<file path="src/rtl/snake_kbd_pkg.sv">
// ============================================================================
// snake_kbd_pkg : direction encodings, scancodes and FSM states shared by the
//                 snake keyboard scheduler. Rev 1.0
// ============================================================================
`default_nettype none

package snake_kbd_pkg;

    localparam logic [1:0] DIR_UP    = 2'd0;
    localparam logic [1:0] DIR_RIGHT = 2'd1;
    localparam logic [1:0] DIR_DOWN  = 2'd2;
    localparam logic [1:0] DIR_LEFT  = 2'd3;

    localparam logic [7:0] SC_UP    = 8'h75;
    localparam logic [7:0] SC_DOWN  = 8'h72;
    localparam logic [7:0] SC_LEFT  = 8'h6B;
    localparam logic [7:0] SC_RIGHT = 8'h74;
    localparam logic [7:0] SC_START = 8'h5A;
    localparam logic [7:0] SC_RESET = 8'h76;

    typedef enum logic [0:0] {
        S_IDLE = 1'b0,
        S_RUN  = 1'b1
    } state_t;

    // Returns {is_arrow, direction}.
    function automatic logic [2:0] decode_arrow(input logic [7:0] code);
        case (code)
            SC_UP:    return {1'b1, DIR_UP};
            SC_RIGHT: return {1'b1, DIR_RIGHT};
            SC_DOWN:  return {1'b1, DIR_DOWN};
            SC_LEFT:  return {1'b1, DIR_LEFT};
            default:  return 3'b000;
        endcase
    endfunction

endpackage

`default_nettype wire

</file>
<file path="src/rtl/snake_dir_fifo.sv">
// ============================================================================
// snake_dir_fifo : synchronous QDEPTH x 2-bit direction FIFO with flush and
//                  head/tail visibility. Rev 1.0
// ============================================================================
`default_nettype none

module snake_dir_fifo #(
    parameter  int QDEPTH = 4,
    localparam int AW     = $clog2(QDEPTH),
    localparam int CW     = $clog2(QDEPTH + 1)
) (
    input  logic          clk,
    input  logic          rst,
    input  logic          push,
    input  logic          pop,
    input  logic          flush,
    input  logic [1:0]    din,
    output logic [1:0]    head,
    output logic [1:0]    tail,
    output logic [CW-1:0] count,
    output logic          full,
    output logic          empty
);

    logic [1:0]    mem_q [QDEPTH];
    logic [1:0]    mem_d [QDEPTH];
    logic [AW-1:0] wr_ptr_q, wr_ptr_d;
    logic [AW-1:0] rd_ptr_q, rd_ptr_d;
    logic [CW-1:0] count_q, count_d;

    assign head  = mem_q[rd_ptr_q];
    assign tail  = mem_q[wr_ptr_q - 1'b1];
    assign count = count_q;
    assign full  = (count_q == CW'(QDEPTH));
    assign empty = (count_q == '0);

    // Caller only pushes into a full FIFO when it pops on the same edge, so the
    // write lands in the slot the head is leaving.
    always_comb begin
        mem_d    = mem_q;
        wr_ptr_d = wr_ptr_q;
        rd_ptr_d = rd_ptr_q;
        count_d  = count_q;
        if (flush) begin
            wr_ptr_d = '0;
            rd_ptr_d = '0;
            count_d  = '0;
        end else begin
            if (push) begin
                mem_d[wr_ptr_q] = din;
                wr_ptr_d        = wr_ptr_q + 1'b1;
            end
            if (pop) begin
                rd_ptr_d = rd_ptr_q + 1'b1;
            end
            count_d = count_q + {{(CW-1){1'b0}}, push} - {{(CW-1){1'b0}}, pop};
        end
    end

    always_ff @(posedge clk) begin
        if (rst) begin
            for (int i = 0; i < QDEPTH; i++) mem_q[i] <= '0;
            wr_ptr_q <= '0;
            rd_ptr_q <= '0;
            count_q  <= '0;
        end else begin
            mem_q    <= mem_d;
            wr_ptr_q <= wr_ptr_d;
            rd_ptr_q <= rd_ptr_d;
            count_q  <= count_d;
        end
    end

endmodule

`default_nettype wire

</file>
<file path="src/rtl/snake_dir_scheduler.sv">
// ============================================================================
// snake_dir_scheduler : turns PS/2 key events into queued snake directions and
//                       start/reset pulses. Optional: SNAKE_REVERSE_FILTER_EN
//                       drops 180-degree reversals. Rev 1.0
// ============================================================================
`default_nettype none

module snake_dir_scheduler
    import snake_kbd_pkg::*;
#(
    parameter  int         QDEPTH   = 4,
    parameter  logic [1:0] INIT_DIR = 2'd1,
    localparam int         CW       = $clog2(QDEPTH + 1)
) (
    input  logic          clk,
    input  logic          rst,
    input  logic          kbd_valid,
    input  logic [7:0]    kbd_code,
    input  logic          kbd_released,
    output logic          kbd_ack,
    input  logic          tick,
    output logic [1:0]    cur_dir,
    output logic          dir_upd,
    output logic          start_req,
    output logic          reset_req,
    output logic          running,
    output logic [CW-1:0] q_count,
    output logic          overflow
);

    state_t     state_q, state_d;
    logic       kbd_ack_q, kbd_ack_d;
    logic [1:0] cur_dir_q, cur_dir_d;
    logic       dir_upd_q, dir_upd_d;
    logic       start_req_q, start_req_d;
    logic       reset_req_q, reset_req_d;
    logic       overflow_q, overflow_d;

    logic       take, press, in_run;
    logic       start_evt, reset_evt;
    logic [2:0] arrow;
    logic [1:0] ref_dir;
    logic       reversal, candidate;
    logic       fifo_push, fifo_pop;
    logic [1:0] fifo_head, fifo_tail;
    logic       fifo_full, fifo_empty;

    always_comb begin
        take      = kbd_valid & ~kbd_ack_q;
        press     = take & ~kbd_released;
        in_run    = (state_q == S_RUN);
        arrow     = decode_arrow(kbd_code);
        start_evt = ~in_run & press & (kbd_code == SC_START);
        reset_evt =  in_run & press & (kbd_code == SC_RESET);
        // Duplicate/reversal checks compare against the last direction the snake
        // will have taken, which is the queue tail whenever anything is queued.
        ref_dir   = fifo_empty ? cur_dir_q : fifo_tail;
`ifdef SNAKE_REVERSE_FILTER_EN
        reversal  = (arrow[1:0] == (ref_dir ^ 2'd2));
`else
        reversal  = 1'b0;
`endif
        fifo_pop  = in_run & tick & ~fifo_empty & ~reset_evt;
        candidate = in_run & press & arrow[2] & (arrow[1:0] != ref_dir) & ~reversal;
        fifo_push = candidate & (~fifo_full | fifo_pop);

        state_d     = state_q;
        cur_dir_d   = cur_dir_q;
        overflow_d  = overflow_q;
        kbd_ack_d   = take;
        dir_upd_d   = fifo_pop;
        start_req_d = start_evt;
        reset_req_d = reset_evt;

        if (start_evt) state_d = S_RUN;
        if (reset_evt) begin
            state_d    = S_IDLE;
            cur_dir_d  = INIT_DIR;
            overflow_d = 1'b0;
        end else begin
            if (fifo_pop) cur_dir_d = fifo_head;
            if (candidate & fifo_full & ~fifo_pop) overflow_d = 1'b1;
        end
    end

    always_ff @(posedge clk) begin
        if (rst) begin
            state_q     <= S_IDLE;
            kbd_ack_q   <= 1'b0;
            cur_dir_q   <= INIT_DIR;
            dir_upd_q   <= 1'b0;
            start_req_q <= 1'b0;
            reset_req_q <= 1'b0;
            overflow_q  <= 1'b0;
        end else begin
            state_q     <= state_d;
            kbd_ack_q   <= kbd_ack_d;
            cur_dir_q   <= cur_dir_d;
            dir_upd_q   <= dir_upd_d;
            start_req_q <= start_req_d;
            reset_req_q <= reset_req_d;
            overflow_q  <= overflow_d;
        end
    end

    snake_dir_fifo #(
        .QDEPTH (QDEPTH)
    ) u_fifo (
        .clk   (clk),
        .rst   (rst),
        .push  (fifo_push),
        .pop   (fifo_pop),
        .flush (reset_evt),
        .din   (arrow[1:0]),
        .head  (fifo_head),
        .tail  (fifo_tail),
        .count (q_count),
        .full  (fifo_full),
        .empty (fifo_empty)
    );

    assign kbd_ack   = kbd_ack_q;
    assign cur_dir   = cur_dir_q;
    assign dir_upd   = dir_upd_q;
    assign start_req = start_req_q;
    assign reset_req = reset_req_q;
    assign running   = (state_q == S_RUN);
    assign overflow  = overflow_q;

endmodule

`default_nettype wire

</file>
<file path="config.mk">
export PLATFORM = sky130hd
export DESIGN_NAME = snake_dir_scheduler
export DESIGN_NICKNAME = d
export VERILOG_FILES = /design/src/rtl/snake_kbd_pkg.sv /design/src/rtl/snake_dir_fifo.sv /design/src/rtl/snake_dir_scheduler.sv
export SDC_FILE = /design/constraint.sdc
export NUM_CORES = 1
export LEC_CHECK = 0
export CORE_MARGIN = 3
export CORE_UTILIZATION = 30
export DETAILED_ROUTE_END_ITERATION = 10
export GPL_TIMING_DRIVEN = 0
export PLACE_DENSITY_LB_ADDON = 0.15
export REMOVE_ABC_BUFFERS = 1
export SLEW_MARGIN = 20
export SYNTH_ARGS = -nofsm -noshare
export SYNTH_HDL_FRONTEND = slang
export SYNTH_SLANG_ARGS = --single-unit
export TNS_END_PERCENT = 30
</file>
<file path="constraint.sdc">
create_clock -name clk -period 4.12 [get_ports clk]
set_input_delay 0.824 -clock clk [delete_from_list [all_inputs] [get_ports clk]]
set_output_delay 0.824 -clock clk [all_outputs]
set_load 0.01 [all_outputs]
</file>
# Yosys cells after proc, flatten, opt, wreduce, memory -nomap -nowiden
# Index checks and enable logic that the tools add are counted.
[word_totals] regBits=23 input_bits=13 word_cells=71
[op_classes] n_reduce_logical=4 n_bitwise=25 addsub=5 order_cmp=4 n_eq_ne=8 mux=11
[op_table] operator="$eq A8 B7 Y1 const B" count=6
[op_table] operator="$and A1 B1 Y1" count=14
[op_table] operator="$mux W2" count=6
[op_table] operator="$pmux W3 S4" count=1
[op_table] operator="$ge A3 B3 Y1 const B" count=3
[op_table] operator="$not A2 Y3" count=3
[op_table] operator="$bmux W2 S2" count=2
[op_table] operator="$bwmux W8" count=1
[op_table] operator="$not A1 Y1" count=7
[op_table] operator="$add A2 B1 Y2 const B" count=2
[op_table] operator="$demux W2 S2" count=1
[op_table] operator="$add A3 B1 Y3" count=1
[op_table] operator="$eq A3 B3 Y1 const B" count=1
[op_table] operator="$logic_not A3 Y1" count=1
[op_table] operator="$lt A3 B1 Y1 const B" count=1
[op_table] operator="$sub A3 B1 Y3" count=1
[op_table] operator="$ne A2 B2 Y1" count=1
[op_table] operator="$reduce_and A2 Y1" count=1
[op_table] operator="$reduce_or A2 Y1" count=1
[op_table] operator="$sub A2 B1 Y2 const B" count=1
[op_table] operator="$logic_and A1 B1 Y1" count=1
[op_table] operator="$or A1 B1 Y1" count=1

# Logic depth before layout (Yosys ltp)
# Gate-level depths: netlist of run 1.
[logic_depth] word_depth=11 depth_mapped=12 depth_no_buf=12

# Hierarchy
# From an unflattened synthesis of run 1, not the netlist that was laid out.
[hier_totals] hier_cells=127 hier_area_um2=1305.0
[by_module_without_submodules] module="snake_dir_fifo" area_per_inst_um2=814.5 cells_per_inst=72 seq_area_each_um2=300.3 instances=1
[by_module_without_submodules] module="snake_dir_scheduler" area_per_inst_um2=490.5 cells_per_inst=55 seq_area_each_um2=160.2 instances=1

# Worst setup path after synthesis of run 1
# OpenSTA, ideal clock, no wires.
[synth_timing] path_type="input to register" from="in kbd_code[7]" to="reg u_fifo.count_q[2], in the netlist u_fifo.count[2]" path_stages=11 arrival_time_ps=2794 setup_slack_ps=1199 n_path_buf=1 cell_sequence="and3b_1 -> clkbuf_4 -> a41oi_4 -> nor4b_4 -> nand2b_1 -> nor2_1 -> ha_1 -> fa_1 -> xnor2_1 -> xnor2_1 -> nor2_1"
[synth_via] elab_chain_len=8
[synth_lines] element="start, declared" line="snake_dir_scheduler.sv:18" source="input logic [7:0] kbd_code,"
[synth_lines] element="$eq A8 B7 Y1 *" line="snake_dir_scheduler.sv:54" source="reset_evt = in_run & press & (kbd_code == SC_RESET);"
[synth_lines] element="$and A1 B1 Y1 *" line="snake_dir_scheduler.sv:54"
[synth_lines] element="$not A1 Y1 (no source line) *"
[synth_lines] element="$and A1 B1 Y1 *" line="snake_dir_scheduler.sv:63" source="fifo_pop = in_run & tick & ~fifo_empty & ~reset_evt;"
[synth_lines] element="named net dir_upd_d" line="snake_dir_scheduler.sv:34" source="logic dir_upd_q, dir_upd_d;"
[synth_lines] element="$or A1 B1 Y1" line="snake_dir_scheduler.sv:65" source="fifo_push = candidate & (~fifo_full | fifo_pop);"
[synth_lines] element="$and A1 B1 Y1" line="snake_dir_scheduler.sv:65"
[synth_lines] element="$add A3 B1 Y3" line="snake_dir_fifo.sv:56" source="count_d = count_q + {{(CW-1){1'b0}}, push} - {{(CW-1){1'b0}}, pop};"
[synth_lines] element="$sub A3 B1 Y3 *" line="snake_dir_fifo.sv:56"
[synth_lines] element="end signal, assigned" line="snake_dir_fifo.sv:70" source="count_q <= count_d;"
[synth_lines] element="end, declared" line="snake_dir_fifo.sv:29" source="logic [CW-1:0] count_q, count_d;"
# Mark *: on every way through the listed nets, which the timed path passes. The rest lies on a longest branch.
# A chain may end at the register's enable or synchronous reset.

# Worst setup path in the final report of run 1
[layout_timing] from="in kbd_code[3]" to="reg u_fifo.count_q[2], in the netlist u_fifo.count[2]"
[layout_via] elab_chain_len=8
[layout_lines] element="parallel branches: the longest is 8 deep, another holds $add A3 B1 Y3"
# Parallel ways; which one is timed is not known.

==> results of run 1 <==
[routing by layer]
| metal | up-vias | track usage | share of wire |
|---|---|---|---|
| met5 | - | 0 | 0 |
| met4 | 0 | 0.04941 | 0.023 |
| met3 | 7 | 0.02297 | 0.048 |
| met2 | 25 | 0.1941 | 0.46 |
| met1 | 499 | 0.1607 | 0.47 |
| li1 | 518 | - | - |
[final timing paths]
check	slack (ns)	to	cells past startpoint
hold / removal	0.47	kbd_ack$_SDFF_PP0_	1
setup reg to reg	1.03	u_fifo.count[2]$_SDFF_PP0_	12
hold reg to reg	0.47	kbd_ack$_SDFF_PP0_	1
setup / recovery	0.74	u_fifo.count[2]$_SDFF_PP0_	11
[power breakdown]
| group | switching, mW | internal (mW) | total, mW |
|---|---|---|---|
| sequential | 0.000485 | 0.223 | 0.223 |
| clock | 0.0713 | 0.0675 | 0.139 |
| combinational | 0.0150 | 0.0158 | 0.0308 |
| total | 0.0868 | 0.306 | 0.393 |
[cell families (layout without fill, tap and decap cells)]
| logic type | Yosys count | count (layout) | synth area share |
|---|---|---|---|
| DFF | 23 | 23 | 0.3283 |
| muxes | 15 | 15 | 0.1427 |
| adders and majority gates | 7 | 7 | 0.06780 |
| AOI/OAI and AO/OA | 15 | 15 | 0.1187 |
| xor gates and xnor gates | 5 | 5 | 0.03122 |
| buffers and inverters | 10 | 34 | 0.03033 |
| and+or+nand+nor | 56 | 56 | 0.2810 |
[critical path: cells and delay by family]
family / cells / cell delay (ns)
compound gates: 3 / 0.99
fa+ha+maj: 2 / 0.57
buf+inv: 1 / 0.50
simple gates: 3 / 0.33
xor+xnor: 2 / 0.31
[registers in the layout, summed over array words and instances, names as in the netlist]
name             cells
u_fifo.count         3
reset_req            1
start_req            1
running              1
cur_dir              2
dir_upd              1
u_fifo.rd_ptr_q      2
kbd_ack              1
overflow             1
u_fifo.wr_ptr_q      2
u_fifo.mem_q         8
[cells in the final DEF, fill, tap and decap left out, types with 3 or more instances in the layout]
master,synthesis,layout
ha_1,6,6
or2b_1,8,8
dfxtp_1,23,23
nand3b_1,3,3
nor2_1,12,12
nand3_1,4,4
nand2_1,3,3
xnor2_1,4,4
mux2i_1,11,11
nand2b_1,3,3
clkbuf_8,0,3
nand3_2,4,4
inv_1,7,7
mux4_2,4,4
clkdlybuf4s50_1,0,23
[per-stage QoR]
| step | hold slack, ns | util | instance area (um^2) |
|---|---|---|---|
| final | 0.4696 | 0.3888 | 1728 |
| after detailed placement | 0.4587 | 0.3784 | 1682 |
| after floorplan | 0.4873 | - | 1386 |
| after global placement | 0.4494 | 0.3784 | 1682 |
| after global routing | 0.5039 | 0.3888 | 1728 |
| after CTS | 0.4757 | 0.3888 | 1728 |
[final cells by class]
type                            count  area (um^2)
Tap cell                           52        65.06
Fill cell                         454         2716
Clock inverter                      1        5.005
Timing Repair Buffer               23        230.2
Sequential cell                    23        460.4
Clock buffer                        3        41.29
Multi-Input combinational cell     98        899.6
Inverter                            7        26.28
==> impl_metrics.env, run 1 <==
export IMPL_drv_cap=0
export IMPL_ios=24
export IMPL_avgViaCountPerCell=5.068
export IMPL_ys_flop_type="dfxtp_1"
export IMPL_drtPass1Iterations=4
export IMPL_min_period_ns=3.383
export IMPL_ys_seq_area_frac=0.3283
export IMPL_synthCells=131
export IMPL_synth_seq_cells=23
export IMPL_postCtsSetupBuffers=0
export IMPL_worst_pin_slew_ns=0.5462
export IMPL_mappedNetlistArea_um2=1403
export IMPL_cts_max_level=1
export IMPL_critical_path_cell_chain="clkdlybuf4s50_1, nand3b_1, o32ai_1, o2111a_2, o21a_2, nor2_1, ha_1, fa_1, xnor2_1, xnor2_1, nor2_1"
export IMPL_synthArstFlopShare=0
export IMPL_fmax_ghz=0.2956
export IMPL_hp_start="kbd_ack$_SDFF_PP0_"
export IMPL_dieWidth_um=74.38
export IMPL_yosysMostFrequentCell="dfxtp_1"
export IMPL_clkTransAtPathRegs_ns=0.08
export IMPL_num_vias=1049
export IMPL_fp_dieH_um=74.38
export IMPL_finalSetupTns_ns=0
export IMPL_synth_top_area_share=0.3283
export IMPL_start_util=0.3156
export IMPL_skew_ns=0.004672
export IMPL_row_count=24
export IMPL_hold_viol=0
export IMPL_drive_gt1_frac=0.1677
export IMPL_cp_max_fo=6
export IMPL_rr_startpoint="u_fifo.wr_ptr_q[0]$_SDFFE_PP0N_"
export IMPL_core_um2=4444
export IMPL_cts_sinks=23
export IMPL_hp_class="reg2reg"
export IMPL_cts_resized=0
export IMPL_ant_nets=0
export IMPL_port_buffers=23
export IMPL_numCtsBuffers=3
export IMPL_ir_drop_v=0.0001394
export IMPL_max_stage_delay_ns=0.50
export IMPL_synth_area_leader_cell="dfxtp_1"
export IMPL_grt_pass1_vias=1079
export IMPL_remaining_drc_errors=0
export IMPL_cts_tree="done"
export IMPL_place_inst=203
export IMPL_drtIter0Drc=28
export IMPL_antenna_found_initial=0
export IMPL_synth_common_cells="23 x dfxtp_1, 12 x nor2_1, 11 x mux2i_1, 8 x or2b_1, 7 x inv_1"
export IMPL_status="completed"
export IMPL_rsz0062_at_grt="false"
export IMPL_ctsHoldBuffers=0
export IMPL_path_class="in2reg"
export IMPL_clk_latency_ns=0.26
export IMPL_clockBufferDepth=2
export IMPL_wl_per_cell_um=14.85
export IMPL_p_leak_nw=0.6220
export IMPL_gp_congestion=0.7556
export IMPL_post_route_period_util=0.8211
export IMPL_startpoint_type="input port"
export IMPL_synth_edf_count=0
export IMPL_syn_to_final_growth_pct=23.19
export IMPL_routed_wl_um=3074
export IMPL_startpoint="kbd_code[3]"
export IMPL_crit_arrival_ns=3.54
export IMPL_grt_util_all_layers=0.1214
export IMPL_avgSynthCellArea_um2=10.71
export IMPL_crit_slowest_cell="clkdlybuf4s50_1"
export IMPL_finalSetupViolations=0
export IMPL_num_antenna_cells=0
export IMPL_overflow=0
export IMPL_die_area_um2=5532
export IMPL_nNetsFinal=176
export IMPL_netlist_top_cells_area="dfxtp_1 33%, mux2i_1 7.9%, mux4_2 6.4%"
export IMPL_synth_warnings=0
export IMPL_fin_cells=207
export IMPL_dpl_worst_slack_ns=0.4702
export IMPL_grt_first_pass_wirelength_um=5043
export IMPL_p_per_area_nw_per_um2=227.2
export IMPL_hpwl_um=2400
export IMPL_cts_root_buf="clkbuf_8"
export IMPL_finalMaxSlewViolations=0
export IMPL_finalPower_uw=392.7
export IMPL_synthDistinctLibCells=45
export IMPL_fin_ws_ns=0.7373
export IMPL_slew_headroom=0.6347
export IMPL_setup_worst_path_end_class="flip-flop"
export IMPL_critical_path_required_ns=4.27
export IMPL_grt_max_degree=16
Note: power is estimated with default switching activity, not from simulation.
==> run 2: changes to the inputs <==
clock period = 3.2 ns   (was 4.12 ns; I/O delays follow)
==> impl_metrics.env, run 2 (synthesized netlist as in run 1, its figures left out) <==
export IMPL_crit_arrival_ns=3.20
export IMPL_max_flop_register="u_fifo.mem_q"
export IMPL_hold_depth=2
export IMPL_use_met1=0.1607
export IMPL_hp_class="reg2reg"
export IMPL_place_inst=203
export IMPL_avgViaCountPerCell=5.096
export IMPL_wl_per_cell_um=15.25
export IMPL_p_per_area_nw_per_um2=287.0
export IMPL_gp_congestion=0.7556
export IMPL_cts_tree="done"
export IMPL_switching_share=0.2239
export IMPL_final_cell_mix="22 x dfxtp_1, 21 x clkdlybuf4s50_1, 12 x nor2_1, 11 x mux2i_1, 8 x or2b_1"
export IMPL_startpoint_type="input port"
export IMPL_remaining_drc_errors=0
export IMPL_cts_root_buf="clkbuf_8"
export IMPL_met3_usage=0.02297
export IMPL_fmax_ghz=0.3277
export IMPL_routed_wl_um=3173
export IMPL_grt_pass1_vias=1079
export IMPL_path_class="in2reg"
export IMPL_num_antenna_cells=0
export IMPL_largest_reg_flops=8
export IMPL_hp_start="overflow$_SDFFE_PP0P_"
export IMPL_postPlaceCellArea_um2=1682
export IMPL_cp_max_fo=7
export IMPL_crit_reg2reg_capture="u_fifo.count[2]$_SDFF_PP0_"
export IMPL_crit_slowest_cell="clkdlybuf4s50_1"
export IMPL_grt_use_met2=0.1941
export IMPL_multi_input_area_um2=929.6
export IMPL_finalMaxSlewViolations=0
export IMPL_clockBufferDepth=2
export IMPL_cp_num_buf_inv=1
export IMPL_busiest_layer="met2"
export IMPL_power_share_clock=0.352
export IMPL_clk_latency_ns=0.26
export IMPL_ios=24
export IMPL_hpwl_um=2400
export IMPL_min_to="overflow$_SDFFE_PP0P_"
export IMPL_die_area_um2=5532
export IMPL_finalSetupViolations=0
export IMPL_ctsHoldBuffers=0
export IMPL_start_util=0.3156
export IMPL_antenna_found_initial=0
export IMPL_critPathTopFamily="compound AO/OA/AOI/OAI gates"
export IMPL_port_buffers=23
export IMPL_max_stage_delay_ns=0.58
export IMPL_grt_first_pass_wirelength_um=5043
export IMPL_cts_max_level=1
export IMPL_dieWidth_um=74.38
export IMPL_fp_dieH_um=74.38
export IMPL_row_count=24
export IMPL_status="completed"
export IMPL_skew_ns=0.005009
export IMPL_p_leak_nw=0.6544
export IMPL_final_area_um2=1772
export IMPL_seqPwrFrac=0.565
export IMPL_grt_util_all_layers=0.1214
export IMPL_min_period_ns=3.051
export IMPL_numCtsBuffers=3
export IMPL_seqCellArea_um2=461.7
export IMPL_slew_headroom=0.6581
export IMPL_setup_worst_path_end_class="flip-flop"
export IMPL_hold_viol=0
export IMPL_p_int_uw=394.7
export IMPL_ir_drop_v=0.0001799
export IMPL_worst_pin_slew_ns=0.5112
export IMPL_fin_cells=208
export IMPL_filler_cell_count=458
export IMPL_critical_path_required_ns=3.35
export IMPL_critical_path_cell_chain="clkdlybuf4s50_1, nand2b_1, o32ai_2, a221oi_2, o21a_2, nor2_1, ha_1, fa_1, xnor2_1, xnor2_1, nor2_1"
export IMPL_power_frac_comb=0.082
export IMPL_final_common_cell="dfxtp_1"
export IMPL_drtIter0Drc=21
export IMPL_core_um2=4444
export IMPL_num_vias=1060
export IMPL_overflow=0
export IMPL_drive_gt1_frac=0.2051
export IMPL_clkTransAtPathRegs_ns=0.08
export IMPL_rr_startpoint="u_fifo.wr_ptr_q[0]$_SDFFE_PP0N_"
export IMPL_nNetsFinal=177
export IMPL_reg2reg_slack_ns=0.22
export IMPL_drtPass1Iterations=4
export IMPL_cts_sinks=23
export IMPL_syn_to_final_growth_pct=26.32
export IMPL_r2r_cells=12
export IMPL_post_route_period_util=0.9536
export IMPL_grt_max_degree=16
export IMPL_p_sw_uw=113.9
export IMPL_drv_cap=0
export IMPL_ant_nets=0
## run 2: layout make-up
| cell class | instances | area share |
|---|---|---|
| flip-flops and latches | 23 | 0.2606 |
| repair buffers | 24 | 0.1370 |
| multi-input cells | 98 | 0.5247 |
| clock inverters | 1 | 0.002825 |
| clock buffers | 3 | 0.02331 |
| well taps | 52 | 0.03672 |
| inverters | 7 | 0.01483 |
## run 2: through the flow
stage                     total power [mW]  setup slack [ns]    util  hold WS, ns  setup TNS, ns
after floorplan                     0.3070            0.3619       -       0.4873              0
after global placement              0.3323           -0.1926  0.3784       0.4494        -0.1926
after detailed placement            0.3331           -0.2658  0.3784       0.4587        -0.3419
after CTS                           0.5170           0.01784  0.3888       0.4757              0
after global routing                0.5344          -0.01346  0.3986       0.5393       -0.01346
final                               0.5085            0.1486  0.3986       0.4865              0
## run 2: metal layers
metal / routed length (um) / share of wire / up-vias
li1: - / - / 522
met1: 1425 / 0.45 / 505
met2: 1517 / 0.48 / 24
met3: 147 / 0.046 / 9
met4: 82 / 0.026 / 0
met5: 0 / 0 / -
## run 2: how the worst max path moves through the flow
stage                     depth (start not counted)  slack (ns)                          to                       startpoint
after floorplan                                  12        0.36  u_fifo.count[2]$_SDFF_PP0_  u_fifo.wr_ptr_q[0]$_SDFFE_PP0N_
after global placement                           11       -0.19  u_fifo.count[2]$_SDFF_PP0_                      kbd_code[5]
after detailed placement                         11       -0.27  u_fifo.count[2]$_SDFF_PP0_                      kbd_code[3]
after CTS                                        11        0.02  u_fifo.count[2]$_SDFF_PP0_                      kbd_code[3]
after global routing                             11       -0.01  u_fifo.count[2]$_SDFF_PP0_                      kbd_code[1]
final                                            11        0.15  u_fifo.count[2]$_SDFF_PP0_                      kbd_code[1]
## run 2: timing repair
action                                  in CTS  in global routing
gates resized for setup                      0                  8
buffers inserted                             0                  1
endpoints found under the setup margin       0                  1
## run 2: worst reg2reg max path: stages (launching register included)
cell      delay (ns)
dfxtp_2         0.41
inv_1           0.10
ha_1            0.36
mux4_2          0.33
nor2b_1         0.16
a221oi_2        0.31
o21a_2          0.23
nor2_1          0.05
ha_1            0.20
fa_1            0.37
xnor2_1         0.17
xnor2_1         0.14
nor2_1          0.05
## run 2: power groups by stage
stage                     sequential (mW)  clock [mW]  combinational (mW)
after floorplan                     0.294           0              0.0127
after global placement              0.294           0              0.0383
after detailed placement            0.294           0              0.0390
after CTS                           0.287       0.190              0.0394
after global routing                0.288       0.202              0.0447
final                               0.287       0.179              0.0419
==> run 3: changes to the inputs <==
CORE_MARGIN = 10   (was 3)
==> impl_metrics.env, run 3 (synthesized netlist as in run 1, its figures left out) <==
export IMPL_overflow=0
export IMPL_setup_worst_path_end_class="flip-flop"
export IMPL_drv_cap=0
export IMPL_reg2reg_slack_ns=0.30
export IMPL_finalMaxSlewViolations=0
export IMPL_gp_congestion=0.7496
export IMPL_slew_headroom=0.6644
export IMPL_ctsHoldBuffers=0
export IMPL_nNetsFinal=178
export IMPL_rr_startpoint="u_fifo.wr_ptr_q[0]$_SDFFE_PP0N_"
export IMPL_num_vias=1030
export IMPL_syn_to_final_growth_pct=27.39
export IMPL_cts_root_buf="clkbuf_8"
export IMPL_status="completed"
export IMPL_worst_pin_slew_ns=0.5018
export IMPL_hold_viol=0
export IMPL_remaining_drc_errors=0
export IMPL_crit_reg2reg_capture="u_fifo.count[2]$_SDFF_PP0_"
export IMPL_wl_per_cell_um=15.50
export IMPL_avgViaCountPerCell=4.928
export IMPL_finalPower_uw=511.8
export IMPL_cts_tree="done"
export IMPL_grt_pass1_vias=1071
export IMPL_grt_util_all_layers=0.08626
export IMPL_filler_cell_count=437
export IMPL_max_flop_register="u_fifo.mem_q"
export IMPL_use_met1=0.1073
export IMPL_grt_first_pass_wirelength_um=5340
export IMPL_finalSetupTns_ns=0
export IMPL_port_buffers=23
export IMPL_critical_path_required_ns=3.35
export IMPL_min_period_ns=3.008
export IMPL_core_um2=4444
export IMPL_row_count=24
export IMPL_hpwl_um=2527
export IMPL_die_area_um2=7810
export IMPL_hp_class="reg2reg"
export IMPL_crit_arrival_ns=3.16
export IMPL_hold_depth=1
export IMPL_ir_drop_v=0.0002869
export IMPL_rsz0062_at_grt="false"
export IMPL_fp_dieH_um=88.38
export IMPL_clkTransAtPathRegs_ns=0.09
export IMPL_grt_use_met2=0.1373
export IMPL_met3_usage=0.03768
export IMPL_startpoint_type="input port"
export IMPL_drtPass1Iterations=4
export IMPL_clk_latency_ns=0.26
export IMPL_dieWidth_um=88.38
export IMPL_numCtsBuffers=3
export IMPL_ant_nets=0
export IMPL_path_class="in2reg"
export IMPL_clockBufferDepth=2
export IMPL_final_cell_mix="22 x dfxtp_1, 20 x clkdlybuf4s50_1, 12 x nor2_1, 11 x mux2i_1, 8 x or2b_1"
export IMPL_hold_worst_slack_ns=0.5025
export IMPL_fmax_ghz=0.3325
export IMPL_post_route_period_util=0.9399
export IMPL_antenna_found_initial=0
export IMPL_endpoint="u_fifo.count[2]$_SDFF_PP0_"
export IMPL_p_per_area_nw_per_um2=286.5
export IMPL_dpl_worst_slack_ns=-0.2753
export IMPL_busiest_layer="met2"
export IMPL_drive_gt1_frac=0.2166
export IMPL_routed_wl_um=3239
export IMPL_largest_reg_flops=8
export IMPL_cts_max_level=1
export IMPL_drtIter0Drc=32
export IMPL_ios=24
export IMPL_p_leak_nw=0.6708
export IMPL_skew_ns=0.002129
export IMPL_fin_ws_ns=0.1924
export IMPL_grt_max_degree=16
export IMPL_start_util=0.3156
export IMPL_cp_max_fo=6
export IMPL_r2r_cells=12
export IMPL_cts_sinks=23
export IMPL_num_antenna_cells=0
export IMPL_finalSetupViolations=0
export IMPL_final_common_cell="dfxtp_1"
export IMPL_startpoint="kbd_code[5]"
## run 3: cell count changes in the layout (fill, tap and decap cells not counted)
cell | before | now
nor3b_1 | 2 | 1
nor3b_2 | 0 | 1
dlymetal6s2s_1 | 2 | 3
clkdlybuf4s50_1 | 21 | 20
buf_4 | 1 | 2
## run 3: timing repair
action,CTS,global route
setup buffers,0,2
gates resized for setup,0,10
setup endpoints to repair,0,1
## run 3: routing by layer
metal	part of all wire	vias to the layer above
li1	-	522
met1	0.48	483
met2	0.45	23
met3	0.071	2
met4	0.0071	0
met5	0	-
## run 3: area by class of cell
cell class / instances / area, um^2 / share of cell area
clock buffers: 3 / 41.29 / 0.02311
clock inverters: 1 / 5.005 / 0.002801
inverters: 7 / 26.28 / 0.01471
multi-input cells: 98 / 934.6 / 0.5231
flip-flops and latches: 23 / 461.7 / 0.2584
well taps: 52 / 65.06 / 0.03641
repair buffers: 25 / 252.7 / 0.1415
## run 3: worst min path at each step
stage                                           end                       startpoint
floorplan           u_fifo.wr_ptr_q[1]$_SDFFE_PP0N_  u_fifo.wr_ptr_q[1]$_SDFFE_PP0N_
global placement                 kbd_ack$_SDFF_PP0_               kbd_ack$_SDFF_PP0_
detailed placement               kbd_ack$_SDFF_PP0_               kbd_ack$_SDFF_PP0_
CTS                              kbd_ack$_SDFF_PP0_               kbd_ack$_SDFF_PP0_
global route                  overflow$_SDFFE_PP0P_            overflow$_SDFFE_PP0P_
finish                           kbd_ack$_SDFF_PP0_               kbd_ack$_SDFF_PP0_
## run 3: through the flow
| stage | std cells | utilization | cell area (um^2) |
|---|---|---|---|
| 2_1_floorplan | 128 | - | 1386 |
| 3_3_place_gp | 203 | 0.3784 | 1682 |
| 3_5_place_dp | 203 | 0.3784 | 1682 |
| 4_1_cts | 207 | 0.3888 | 1728 |
| 5_1_grt | 209 | 0.4020 | 1787 |
| 6_report | 209 | 0.4020 | 1787 |
## run 3: power breakdown
| part | internal, mW | switching, mW | total, mW |
|---|---|---|---|
| clock network | 0.0870 | 0.0966 | 0.184 |
| logic | 0.0212 | 0.0196 | 0.0408 |
| registers | 0.287 | 0.000839 | 0.287 |
| total | 0.395 | 0.117 | 0.512 |
## run 3: critical path, stage by stage
cell	delay, ns
clkdlybuf4s50_1	0.47
and3b_2	0.29
o2111ai_1	0.25
xnor2_2	0.31
o21a_2	0.20
nor2_1	0.06
ha_1	0.20
fa_1	0.37
xnor2_1	0.17
xnor2_1	0.14
nor2_1	0.05
